$ cat src/rtl/reg_sampler.sv
// reg_sampler: dumps all 32 registers MSB-first as a byte stream over a valid/ready link; REG_SAMPLER_CHECKSUM_EN appends an XOR checksum byte
module reg_sampler (
  input  logic        clk,
  input  logic        rst,
  input  logic        start,
  output logic        rse,
  output logic [4:0]  rsaddr,
  input  logic [31:0] rsdata,
  output logic [7:0]  tx_data,
  output logic        tx_valid,
  input  logic        tx_ready,
  output logic        busy,
  output logic        done
);
`ifdef REG_SAMPLER_CHECKSUM_EN
  typedef enum logic [2:0] {IDLE, READ, SEND, CHK, DONE} state_t;
  logic [7:0] r_csum;
`else
  typedef enum logic [2:0] {IDLE, READ, SEND, DONE} state_t;
`endif
  state_t      r_state;
  logic [4:0]  r_idx;
  logic [1:0]  r_cnt;
  logic [31:0] r_sr;
  logic        w_xfer;
  assign w_xfer   = tx_valid && tx_ready;
  assign rse      = r_state == READ;
  assign rsaddr   = r_idx;
  assign busy     = r_state != IDLE;
  assign done     = r_state == DONE;
`ifdef REG_SAMPLER_CHECKSUM_EN
  assign tx_valid = r_state == SEND || r_state == CHK;
  assign tx_data  = r_state == SEND ? r_sr[31:24] : r_state == CHK ? r_csum : 8'h00;
`else
  assign tx_valid = r_state == SEND;
  assign tx_data  = r_state == SEND ? r_sr[31:24] : 8'h00;
`endif
  // Dump sequencer: read a register, shift its four bytes out on each handshake, step to the next register
  always_ff @(posedge clk) begin
    if (rst) begin
      r_state <= IDLE;
      r_idx   <= 5'd0;
      r_cnt   <= 2'd0;
      r_sr    <= 32'd0;
`ifdef REG_SAMPLER_CHECKSUM_EN
      r_csum  <= 8'h00;
`endif
    end else begin
      case (r_state)
        IDLE: if (start) begin
          r_idx   <= 5'd0;
          r_state <= READ;
`ifdef REG_SAMPLER_CHECKSUM_EN
          r_csum  <= 8'h00;
`endif
        end
        READ: begin
          r_sr    <= rsdata;
          r_cnt   <= 2'd0;
          r_state <= SEND;
        end
        SEND: if (w_xfer) begin
          r_sr  <= {r_sr[23:0], 8'h00};
          r_cnt <= r_cnt + 2'd1;
`ifdef REG_SAMPLER_CHECKSUM_EN
          r_csum <= r_csum ^ r_sr[31:24];
`endif
          if (r_cnt == 2'd3) begin
            if (r_idx == 5'd31) begin
`ifdef REG_SAMPLER_CHECKSUM_EN
              r_state <= CHK;
`else
              r_state <= DONE;
`endif
            end else begin
              r_idx   <= r_idx + 5'd1;
              r_state <= READ;
            end
          end
        end
`ifdef REG_SAMPLER_CHECKSUM_EN
        CHK: if (w_xfer) r_state <= DONE;
`endif
        DONE: r_state <= IDLE;
        default: r_state <= IDLE;
      endcase
    end
  end
endmodule
$ cat config.mk
export PLATFORM = sky130hd
export DESIGN_NAME = reg_sampler
export DESIGN_NICKNAME = d
export VERILOG_FILES = /design/src/rtl/reg_sampler.sv
export SDC_FILE = /design/constraint.sdc
export NUM_CORES = 1
export LEC_CHECK = 0
export BUFFER_PORTS_ARGS = -buffer_cell sky130_fd_sc_hd__buf_2
export CORE_UTILIZATION = 52
export DETAILED_ROUTE_END_ITERATION = 8
export GPL_ROUTABILITY_DRIVEN = 0
export PLACE_DENSITY = 0.79
export SETUP_SLACK_MARGIN = 0.05
export SLEW_MARGIN = 10
export SYNTH_ARGS = -nofsm -noshare
export SYNTH_HDL_FRONTEND = slang
export SYNTH_SLANG_ARGS = --single-unit
$ cat constraint.sdc
create_clock -name clk -period 2 [get_ports clk]
set_input_delay 0.3 -clock clk [delete_from_list [all_inputs] [get_ports clk]]
set_output_delay 0.3 -clock clk [all_outputs]
set_load 0.01 [all_outputs]
==> results of run 1 <==
## worst max-delay path, delay by kind of cell, from the launching register on
| kind | cells | cell delay [ps] |
|---|---|---|
| flops | 1 | 340 |
| compound gates | 1 | 170 |
| fa+ha+maj | 2 | 400 |
| simple gates | 3 | 870 |
## placed cells by master (no fill, tap or decap), types with 4 or more instances in the layout
cell type	count
nor3_1	25
a21oi_1	15
buf_2	52
nand3_1	14
a311oi_1	23
buf_4	7
dfxtp_1	40
nand2_1	57
o21ai_0	4
clkbuf_8	6
and2_1	9
## per-layer routing
layer | global-route usage (%) | up-vias
li1 | - | 963
met1 | 28.0 | 852
met2 | 38.3 | 48
met3 | 4.82 | 7
met4 | 11.9 | 0
met5 | 0 | -
## cells by family (layout without fill, tap and decap cells)
group	Yosys count	count (layout)	synth area share (%)
compound gates	50	50	18.1
simple gates	123	123	30.5
flops	41	41	41.0
buf+inv	28	72	8.44
fa+ha+maj	3	3	1.88
## final cells by class
| class | count | area [sq um] |
|---|---|---|
| sequential | 41 | 822 |
| clock buffer | 6 | 82.6 |
| fill | 337 | 1350 |
| tap | 48 | 60.1 |
| timing repair buffer | 60 | 333 |
| multi-input combinational | 176 | 1010 |
| clock inverter | 2 | 13.8 |
| inverter | 4 | 17.5 |
## sequential cells by signal (all words and copies together), names as in the netlist
register  cells
r_cnt         2
r_sr         32
r_state       2
rsaddr        5
## worst paths after layout
| check | from | endpoint | slack (ps) |
|---|---|---|---|
| max | rsaddr[0] | rsaddr[3] | 130 |
| min | rsdata[6] | r_sr[6] | 230 |
| max reg2reg | rsaddr[0] | rsaddr[3] | 130 |
| min reg2reg | rsaddr[0] | rsaddr[0] | 470 |
## what timing repair did
action	4_1_cts	5_1_grt
endpoints found under the hold margin	0	0
setup endpoints to repair	0	9
resized for setup	0	3
setup buffers	0	1
## where the power goes
group	leakage (nW)	switching [mW]	total, mW	internal, mW
registers	0.336	0.0326	0.910	0.877
clock network	0.0512	0.294	0.574	0.280
logic	0.612	0.162	0.285	0.123
==> results.py, run 1 <==
metrics = {
    "detailed_routing": {
        "ant_nets": 0,
        "drc": 0,
        "dr.pass1.iters": 4,
        "routed-via-count": 1870,
        "met2_wirelength_mm": 2.04,
        "wl_per_cell_um": 13.0,
        "viasPerCell": 5.55,
        "met1_length_mm": 2.02,
        "wl_mm": 4.37,
        "wl_met3_um": 214,
        "drt_iter0_markers": 204,
        "routed.top_layer": "met4",
    },
    "synth": {
        "syn_inst": 245,
        "synthArstFlopShare_pct": 0,
        "synthTopCellsByArea": "dfxtp_1, nand2_1, a311oi_1",
        "yosys.area.top_type": "dfxtp_1",
        "synth_top_cell_area_share_pct": 41.0,
        "yosys-top-cells-count": "nand2_1, dfxtp_1, nor3_1",
        "synth_edf_count": 0,
        "ys_seq_area_share_pct": 41.0,
        "syn_avg_cell_area_sq_um": 8.17,
        "synth_area_sq_mm": 0.00200,
        "synth_seq_cells": 41,
        "yosysMostFrequentCell": "nand2_1",
        "synth.distinct_cells": 34,
        "synth_top_flop_cell": "dfxtp_1",
        "yosysWarnings": 0,
        "syn-num-nets": 284,
    },
    "worst_hold_path": {
        "whs_path_depth": 3,
        "hold_class": "in -> reg",
    },
    "layout": {
        "final_nets": 327,
        "areaGrowthSynthToFinish_pct": 17.1,
        "drive_above_1_share_pct": 26.6,
        "design_area_sq_mm": 0.00234,
        "finalNonFillerCells": 337,
        "utilization_pct": 63.5,
        "antenna_cells": 0,
    },
    "critical_path": {
        "cp_common_cell": "ha_1",
        "worst_ep_required_time_ps": 2220,
        "cpPeakStageDelay_ps": 490,
        "slowest_stage": "or4_4",
        "critPathLaunchType": "flip-flop",
        "crit_arrival_ps": 2090,
        "critPathCaptureType": "flip-flop",
        "reg2regPathDepth": 6,
        "critPathMaxFanout": 5,
        "worstPathCellList": "ha_1, and3_1, ha_1, nand4b_4, or4_4, a31oi_1",
        "crit_type": "reg -> reg",
    },
    "global_route": {
        "antenna_found_initial": 0,
        "grt_usage_pct": 23.1,
        "grt_max_degree": 42,
        "grt_pass1_vias": 1641,
        "grt_pass1_wl_mm": 7.27,
        "grt_overflow": 0,
    },
    "sta": {
        "tightest_slew_ps": 759,
        "min_period_over_period_pct": 93.4,
        "drv_slew": 0,
        "fin_ws_ps": 133,
        "grt_setup_unrepaired": "no",
        "skew_ps": 8.30,
        "fin_tns_setup_ps": 0,
        "hold_violations": 0,
        "setup_viol": 0,
        "slew_headroom_pct": 49.4,
        "fin_crit_ps": 1870,
        "max_freq_ghz": 0.536,
        "whs_ps": 229,
    },
    "die": {
        "fp-row-count": 22,
        "core_area_sq_mm": 0.00369,
        "die_w_um": 64.0,
        "die_h_um": 64.0,
        "ios": 53,
        "dieArea_sq_mm": 0.00410,
        "start_util_pct": 54.2,
    },
    "clock_tree": {
        "clkSlewWorstSetupHoldPaths_ps": 80,
        "cts_buffers": 5,
        "clockBufferDepth": 2,
        "cts_tree": "yes",
        "clk-insertion-delay-late_ps": 300,
        "cts_root_buf": "clkbuf_8",
        "hold_buffers": 0,
        "cts.sink_count": 41,
        "htreeDepth": 2,
    },
    "placement": {
        "dpl_worst_slack_ps": 126,
        "placed_area_sq_mm": 0.00223,
        "dp_hpwl_mm": 2.84,
        "place_inst": 328,
        "numPortBuffers": 52,
    },
    "pwr": {
        "power_density_mw_per_mm2": 755,
        "power.total_mw": 1.77,
        "leakagePower_nw": 0.999,
        "peakVddDrop_mv": 0.478,
    },
    "flow_run": {
        "maxCapViolations": 0,
    },
    "outcome": {
        "run_status": "completed",
    },
}
Note: power is estimated with default switching activity, not from simulation.
==> run 2, diff against run 1 <==
--- a/config.mk
+++ b/config.mk
@@ -5,11 +5,12 @@
 export SDC_FILE = /design/constraint.sdc
 export NUM_CORES = 1
 export LEC_CHECK = 0
-export BUFFER_PORTS_ARGS = -buffer_cell sky130_fd_sc_hd__buf_2
-export CORE_UTILIZATION = 52
+export ABC_CLOCK_PERIOD_IN_PS = 1900
+export CORE_UTILIZATION = 62
 export DETAILED_ROUTE_END_ITERATION = 8
+export DONT_BUFFER_PORTS = 1
 export GPL_ROUTABILITY_DRIVEN = 0
-export PLACE_DENSITY = 0.79
+export PLACE_DENSITY = 0.78
 export SETUP_SLACK_MARGIN = 0.05
 export SLEW_MARGIN = 10
 export SYNTH_ARGS = -nofsm -noshare
==> constraint.sdc (replaced) <==
create_clock -name clk -period 1.9 [get_ports clk]
set_input_delay 0.285 -clock clk [delete_from_list [all_inputs] [get_ports clk]]
set_output_delay 0.285 -clock clk [all_outputs]
set_load 0.01 [all_outputs]
==> run 2 against run 1 <==
Compared with the run above:
- critical path depth increased by 2
- clock power decreased by 14%
- critical endpoint is now rsaddr[4]
- die area decreased by 16%
- wire length increased by 4.9%
- clock-buffer cell count increased by 1
- global-route usage increased by 5.6 points
==> results.py, run 2 (synthesis results as in run 1) <==
metrics = {
    "outcome": {
        "run_status": "completed",
    },
    "global_route": {
        "grt_overflow": 0,
        "grt_max_degree": 42,
        "grt_pass1_vias": 1776,
        "antenna_found_initial": 0,
        "grt_pass1_wl_mm": 7.52,
        "grt_usage_pct": 28.7,
    },
    "detailed_routing": {
        "ant_nets": 0,
        "viasPerCell": 6.24,
        "drc": 0,
        "dr.pass1.iters": 4,
        "routed-via-count": 1779,
        "wl_mm": 4.58,
        "wl_per_cell_um": 16.1,
        "drt_iter0_markers": 157,
    },
    "clock_tree": {
        "cts.sink_count": 41,
        "cts_buffers": 5,
        "cts_tree": "yes",
        "clkSlewWorstSetupHoldPaths_ps": 110,
        "cts_root_buf": "clkbuf_4",
        "clockBufferDepth": 2,
        "clk-insertion-delay-late_ps": 350,
        "htreeDepth": 2,
    },
    "sta": {
        "max_freq_ghz": 0.560,
        "grt_setup_unrepaired": "no",
        "hold_violations": 0,
        "fin_tns_setup_ps": 0,
        "tightest_slew_ps": 464,
        "fin_crit_ps": 1790,
        "slew_headroom_pct": 69.0,
        "skew_ps": 10.6,
        "setup_viol": 0,
        "min_period_over_period_pct": 94.0,
        "drv_slew": 0,
        "fin_ws_ps": 114,
    },
    "critical_path": {
        "critPathLaunchType": "flip-flop",
        "cpPeakStageDelay_ps": 340,
        "critPathCaptureType": "flip-flop",
        "reg2regPathDepth": 8,
        "slowest_stage": "dfxtp_2",
        "r2r_end": "rsaddr[4]",
        "worst_ep_required_time_ps": 2150,
        "r2r_start": "rsaddr[0]",
        "worstPathCellList": "ha_1, and3_1, ha_1, nand4b_4, buf_4, buf_4, o211ai_1, a21oi_1",
        "cp_top_family": "adder cells",
        "critPathMaxFanout": 5,
        "rrSetupSlack_ps": 110,
        "path_buf_inv": 2,
        "crit_type": "reg -> reg",
        "crit_arrival_ps": 2040,
    },
    "worst_hold_path": {
        "hold_start": "rsdata[6]",
        "min_to": "r_sr[6]",
        "hold_class": "in -> reg",
        "whs_path_depth": 2,
    },
    "placement": {
        "dp_hpwl_mm": 3.02,
        "dpl_worst_slack_ps": 95.9,
        "numPortBuffers": 0,
    },
    "layout": {
        "antenna_cells": 0,
        "drive_above_1_share_pct": 11.6,
        "layout_common_cells": "nand2_1, dfxtp_1, nor3_1",
        "final_nets": 279,
        "areaGrowthSynthToFinish_pct": 4.13,
        "mostFrequentLayoutCell": "nand2_1",
        "utilization_pct": 68.2,
        "max_flop_register": "r_sr",
        "fillers": 259,
        "largest_reg_flops": 32,
    },
    "pwr": {
        "p_sw_share_pct": 27.8,
        "power_density_mw_per_mm2": 824,
        "power.switching_uw": 476,
        "pwr-share-seq_pct": 56.0,
        "peakVddDrop_mv": 0.543,
        "p_comb_share_pct": 15.2,
        "clockPowerShare_pct": 28.8,
        "internal_power_mw": 1.24,
        "leakagePower_nw": 0.778,
    },
    "die": {
        "fp-row-count": 20,
        "dieArea_sq_mm": 0.00346,
        "ios": 53,
        "die_w_um": 58.8,
        "die_h_um": 58.8,
        "start_util_pct": 65.5,
        "core_area_sq_mm": 0.00305,
    },
    "flow_run": {
        "maxCapViolations": 0,
    },
}
[run 2: what timing repair did]
| action | in CTS | in global routing |
|---|---|---|
| resized for setup | 2 | 1 |
| endpoints found under the setup margin | 10 | 2 |
| hold buffers | 1 | 0 |
| buffers inserted | 0 | 2 |
| pin swaps | 0 | 2 |
| hold endpoints to repair | 41 | 0 |
[run 2: final cells by class]
type / count / area (sq um) / share of cell area, %
multi-input cells: 176 / 1010 / 48.5
flip-flops and latches: 41 / 822 / 39.5
repair buffers: 12 / 103 / 4.92
clock buffers: 7 / 65.1 / 3.12
well taps: 44 / 55.1 / 2.64
inverters: 4 / 22.5 / 1.08
clock inverters: 1 / 5.00 / 0.240
[run 2: metrics by stage]
step,hold WS [ps],cells,area (sq um),power (mW)
floorplan,421,245,2000,1.20
global placement,358,274,1970,1.21
detailed placement,359,274,1970,1.22
CTS,47.4,283,2070,1.73
global route,55.2,285,2080,1.80
finish,61.8,285,2080,1.72
[run 2: power by group through the flow]
| stage | logic (mW) | registers, mW | clock network [mW] |
|---|---|---|---|
| finish | 0.261 | 0.961 | 0.495 |
| global route | 0.292 | 0.968 | 0.540 |
| floorplan | 0.234 | 0.966 | 0 |
| detailed placement | 0.241 | 0.979 | 0 |
| CTS | 0.260 | 0.960 | 0.511 |
| global placement | 0.230 | 0.976 | 0 |
[run 2: how the worst max path moves through the flow]
stage               slack (ps)      start         to  depth (start not counted)
floorplan                  100  rsaddr[0]  rsaddr[3]                          6
global placement           150  rsaddr[0]  rsaddr[3]                          6
CTS                         60  rsaddr[0]  rsaddr[3]                          6
global route                20  rsaddr[0]  rsaddr[4]                          8
finish                     110  rsaddr[0]  rsaddr[4]                          8
detailed placement         100  rsaddr[0]  rsaddr[3]                          6
[run 2: per-layer routing]
| layer | vias up | routed length (um) | GRT usage (%) |
|---|---|---|---|
| met5 | - | 0 | 0 |
| met4 | 0 | 50 | 9.18 |
| met3 | 6 | 272 | 8.57 |
| met2 | 57 | 2340 | 52.4 |
| met1 | 848 | 1920 | 31.5 |
| li1 | 868 | - | - |
==> run 3, diff against run 2 <==
--- a/config.mk
+++ b/config.mk
@@ -10,7 +10,7 @@
 export DETAILED_ROUTE_END_ITERATION = 8
 export DONT_BUFFER_PORTS = 1
 export GPL_ROUTABILITY_DRIVEN = 0
-export PLACE_DENSITY = 0.78
+export PLACE_DENSITY_LB_ADDON = 0.1
 export SETUP_SLACK_MARGIN = 0.05
 export SLEW_MARGIN = 10
 export SYNTH_ARGS = -nofsm -noshare
==> run 3 against run 2 <==
Compared with the run above:
- global-route usage up 0.17 points
- via count is 0.17% higher
- clock skew shrank 2.7 ps
- largest power group unchanged
- power decreased by 3.3%
- critical path depth decreased by 2
- final cell count rose by 0.70%
==> results.py, run 3 (synthesis results as in run 1) <==
metrics = {
    "outcome": {
        "run_status": "completed",
    },
    "sta": {
        "fin_ws_ps": 135,
        "setup_viol": 0,
        "max_freq_ghz": 0.566,
        "tightest_slew_ps": 479,
        "skew_ps": 7.81,
        "min_period_over_period_pct": 92.9,
        "fin_tns_setup_ps": 0,
        "whs_ps": 59.0,
        "hold_violations": 0,
        "grt_setup_unrepaired": "yes",
        "slew_headroom_pct": 68.0,
        "fin_crit_ps": 1770,
        "drv_slew": 0,
    },
    "layout": {
        "antenna_cells": 0,
        "final_nets": 282,
        "multi_input_area_sq_mm": 0.00101,
        "max_flop_register": "r_sr",
        "seqCellArea_sq_um": 822,
        "areaGrowthSynthToFinish_pct": 4.88,
        "largest_reg_flops": 32,
        "fillers": 288,
        "layout_common_cells": "nand2_1, dfxtp_1, nor3_1",
        "mostFrequentLayoutCell": "nand2_1",
        "drive_above_1_share_pct": 11.5,
    },
    "clock_tree": {
        "clkSlewWorstSetupHoldPaths_ps": 110,
        "cts_tree": "yes",
        "cts_buffers": 5,
        "clk-insertion-delay-late_ps": 340,
        "clockBufferDepth": 2,
        "htreeDepth": 2,
        "cts.sink_count": 41,
        "cts_root_buf": "clkbuf_4",
    },
    "pwr": {
        "peakVddDrop_mv": 0.650,
        "power_density_mw_per_mm2": 791,
        "leakagePower_nw": 0.777,
    },
    "flow_run": {
        "maxCapViolations": 0,
    },
    "critical_path": {
        "r2r_start": "rsaddr[0]",
        "reg2regPathDepth": 6,
        "slowest_stage": "or4_1",
        "crit_cells": 6,
        "crit_arrival_ps": 2040,
        "critPathLaunchType": "flip-flop",
        "crit_start": "rsaddr[0]",
        "critPathCaptureType": "flip-flop",
        "rrSetupSlack_ps": 130,
        "crit_type": "reg -> reg",
        "critPathMaxFanout": 4,
        "endpoint": "rsaddr[3]",
        "path_buf_inv": 0,
        "worst_ep_required_time_ps": 2170,
        "r2r_end": "rsaddr[3]",
        "worstPathCellList": "ha_1, and3_1, ha_2, nand4b_4, or4_1, a31oi_1",
        "cp_top_family": "simple AND/OR/NAND/NOR gates",
        "cpPeakStageDelay_ps": 490,
    },
    "detailed_routing": {
        "viasPerCell": 6.21,
        "wl_mm": 4.61,
        "drt_iter0_markers": 124,
        "wl_per_cell_um": 16.1,
        "drc": 0,
        "routed-via-count": 1782,
        "dr.pass1.iters": 4,
        "ant_nets": 0,
    },
    "die": {
        "start_util_pct": 65.5,
        "dieArea_sq_mm": 0.00346,
        "die_w_um": 58.8,
        "fp-row-count": 20,
        "ios": 53,
        "die_h_um": 58.8,
        "core_area_sq_mm": 0.00305,
    },
    "global_route": {
        "grt_usage_pct": 28.9,
        "antenna_found_initial": 0,
        "grt_pass1_wl_mm": 7.59,
        "grt_overflow": 0,
        "grt_pass1_vias": 1675,
        "grt_max_degree": 38,
    },
    "worst_hold_path": {
        "hold_class": "in -> reg",
        "hold_start": "rsdata[1]",
    },
    "placement": {
        "numPortBuffers": 0,
        "dp_hpwl_mm": 3.00,
        "dpl_worst_slack_ps": 73.5,
    },
}
-- run 3: cell types whose count changed in the layout (fill, tap and decap cells not counted) --
cell,previous run,this run
dlygate4sd3_1,0,2
clkbuf_1,0,1
o311ai_1,0,1
ha_2,0,1
clkinv_2,1,0
o311ai_0,1,0
clkbuf_8,2,1
ha_1,3,2
buf_4,11,12
-- run 3: worst min-delay path by stage --
stage | end | slack [ps] | cells after the start
final | r_sr[1] | 60 | 2
after global routing | r_sr[6] | 50 | 2
after CTS | r_state[0] | 1 | 1
after detailed placement | r_sr[16] | 360 | 1
after global placement | r_sr[16] | 360 | 1
after floorplan | r_sr[0] | 420 | 2
-- run 3: what timing repair did --
action                                  CTS  global route
gates resized for setup                   1             5
setup buffers                             2             0
endpoints found under the hold margin    37             2
pin swaps                                 0             1
endpoints found under the setup margin    9             3
hold buffers                              2             1
-- run 3: layout make-up --
type                            count  share of cell area (%)
Sequential cell                    41                    39.2
Timing Repair Buffer               15                    6.20
Tap cell                           44                    2.62
Inverter                            4                    1.07
Clock buffer                        7                    2.62
Multi-Input combinational cell    176                    48.3
-- run 3: per-stage QoR --
| step | instance area, sq um | util [%] | std cells | power [mW] |
|---|---|---|---|---|
| finish | 2100 | 68.7 | 287 | 1.66 |
| global route | 2100 | 68.7 | 287 | 1.74 |
| CTS | 2080 | 68.2 | 286 | 1.66 |
| detailed placement | 1980 | 64.8 | 275 | 1.22 |
| global placement | 1980 | 64.8 | 275 | 1.21 |
| floorplan | 2000 | - | 245 | 1.20 |
-- run 3: power breakdown --
part / leakage (nW) / total, mW / switching, mW / internal, mW
clock network: 0.0314 / 0.434 / 0.259 / 0.175
registers: 0.336 / 0.959 / 0.0360 / 0.923
logic: 0.410 / 0.266 / 0.161 / 0.105
total: 0.777 / 1.66 / 0.456 / 1.20
-- run 3: routing by layer --
layer / global-route usage (%) / wire, um / vias up
li1: - / - / 881
met1: 36.0 / 1980 / 844
met2: 48.1 / 2290 / 50
met3: 7.47 / 275 / 7
met4: 10.2 / 70 / 0
met5: 0 / 0 / -
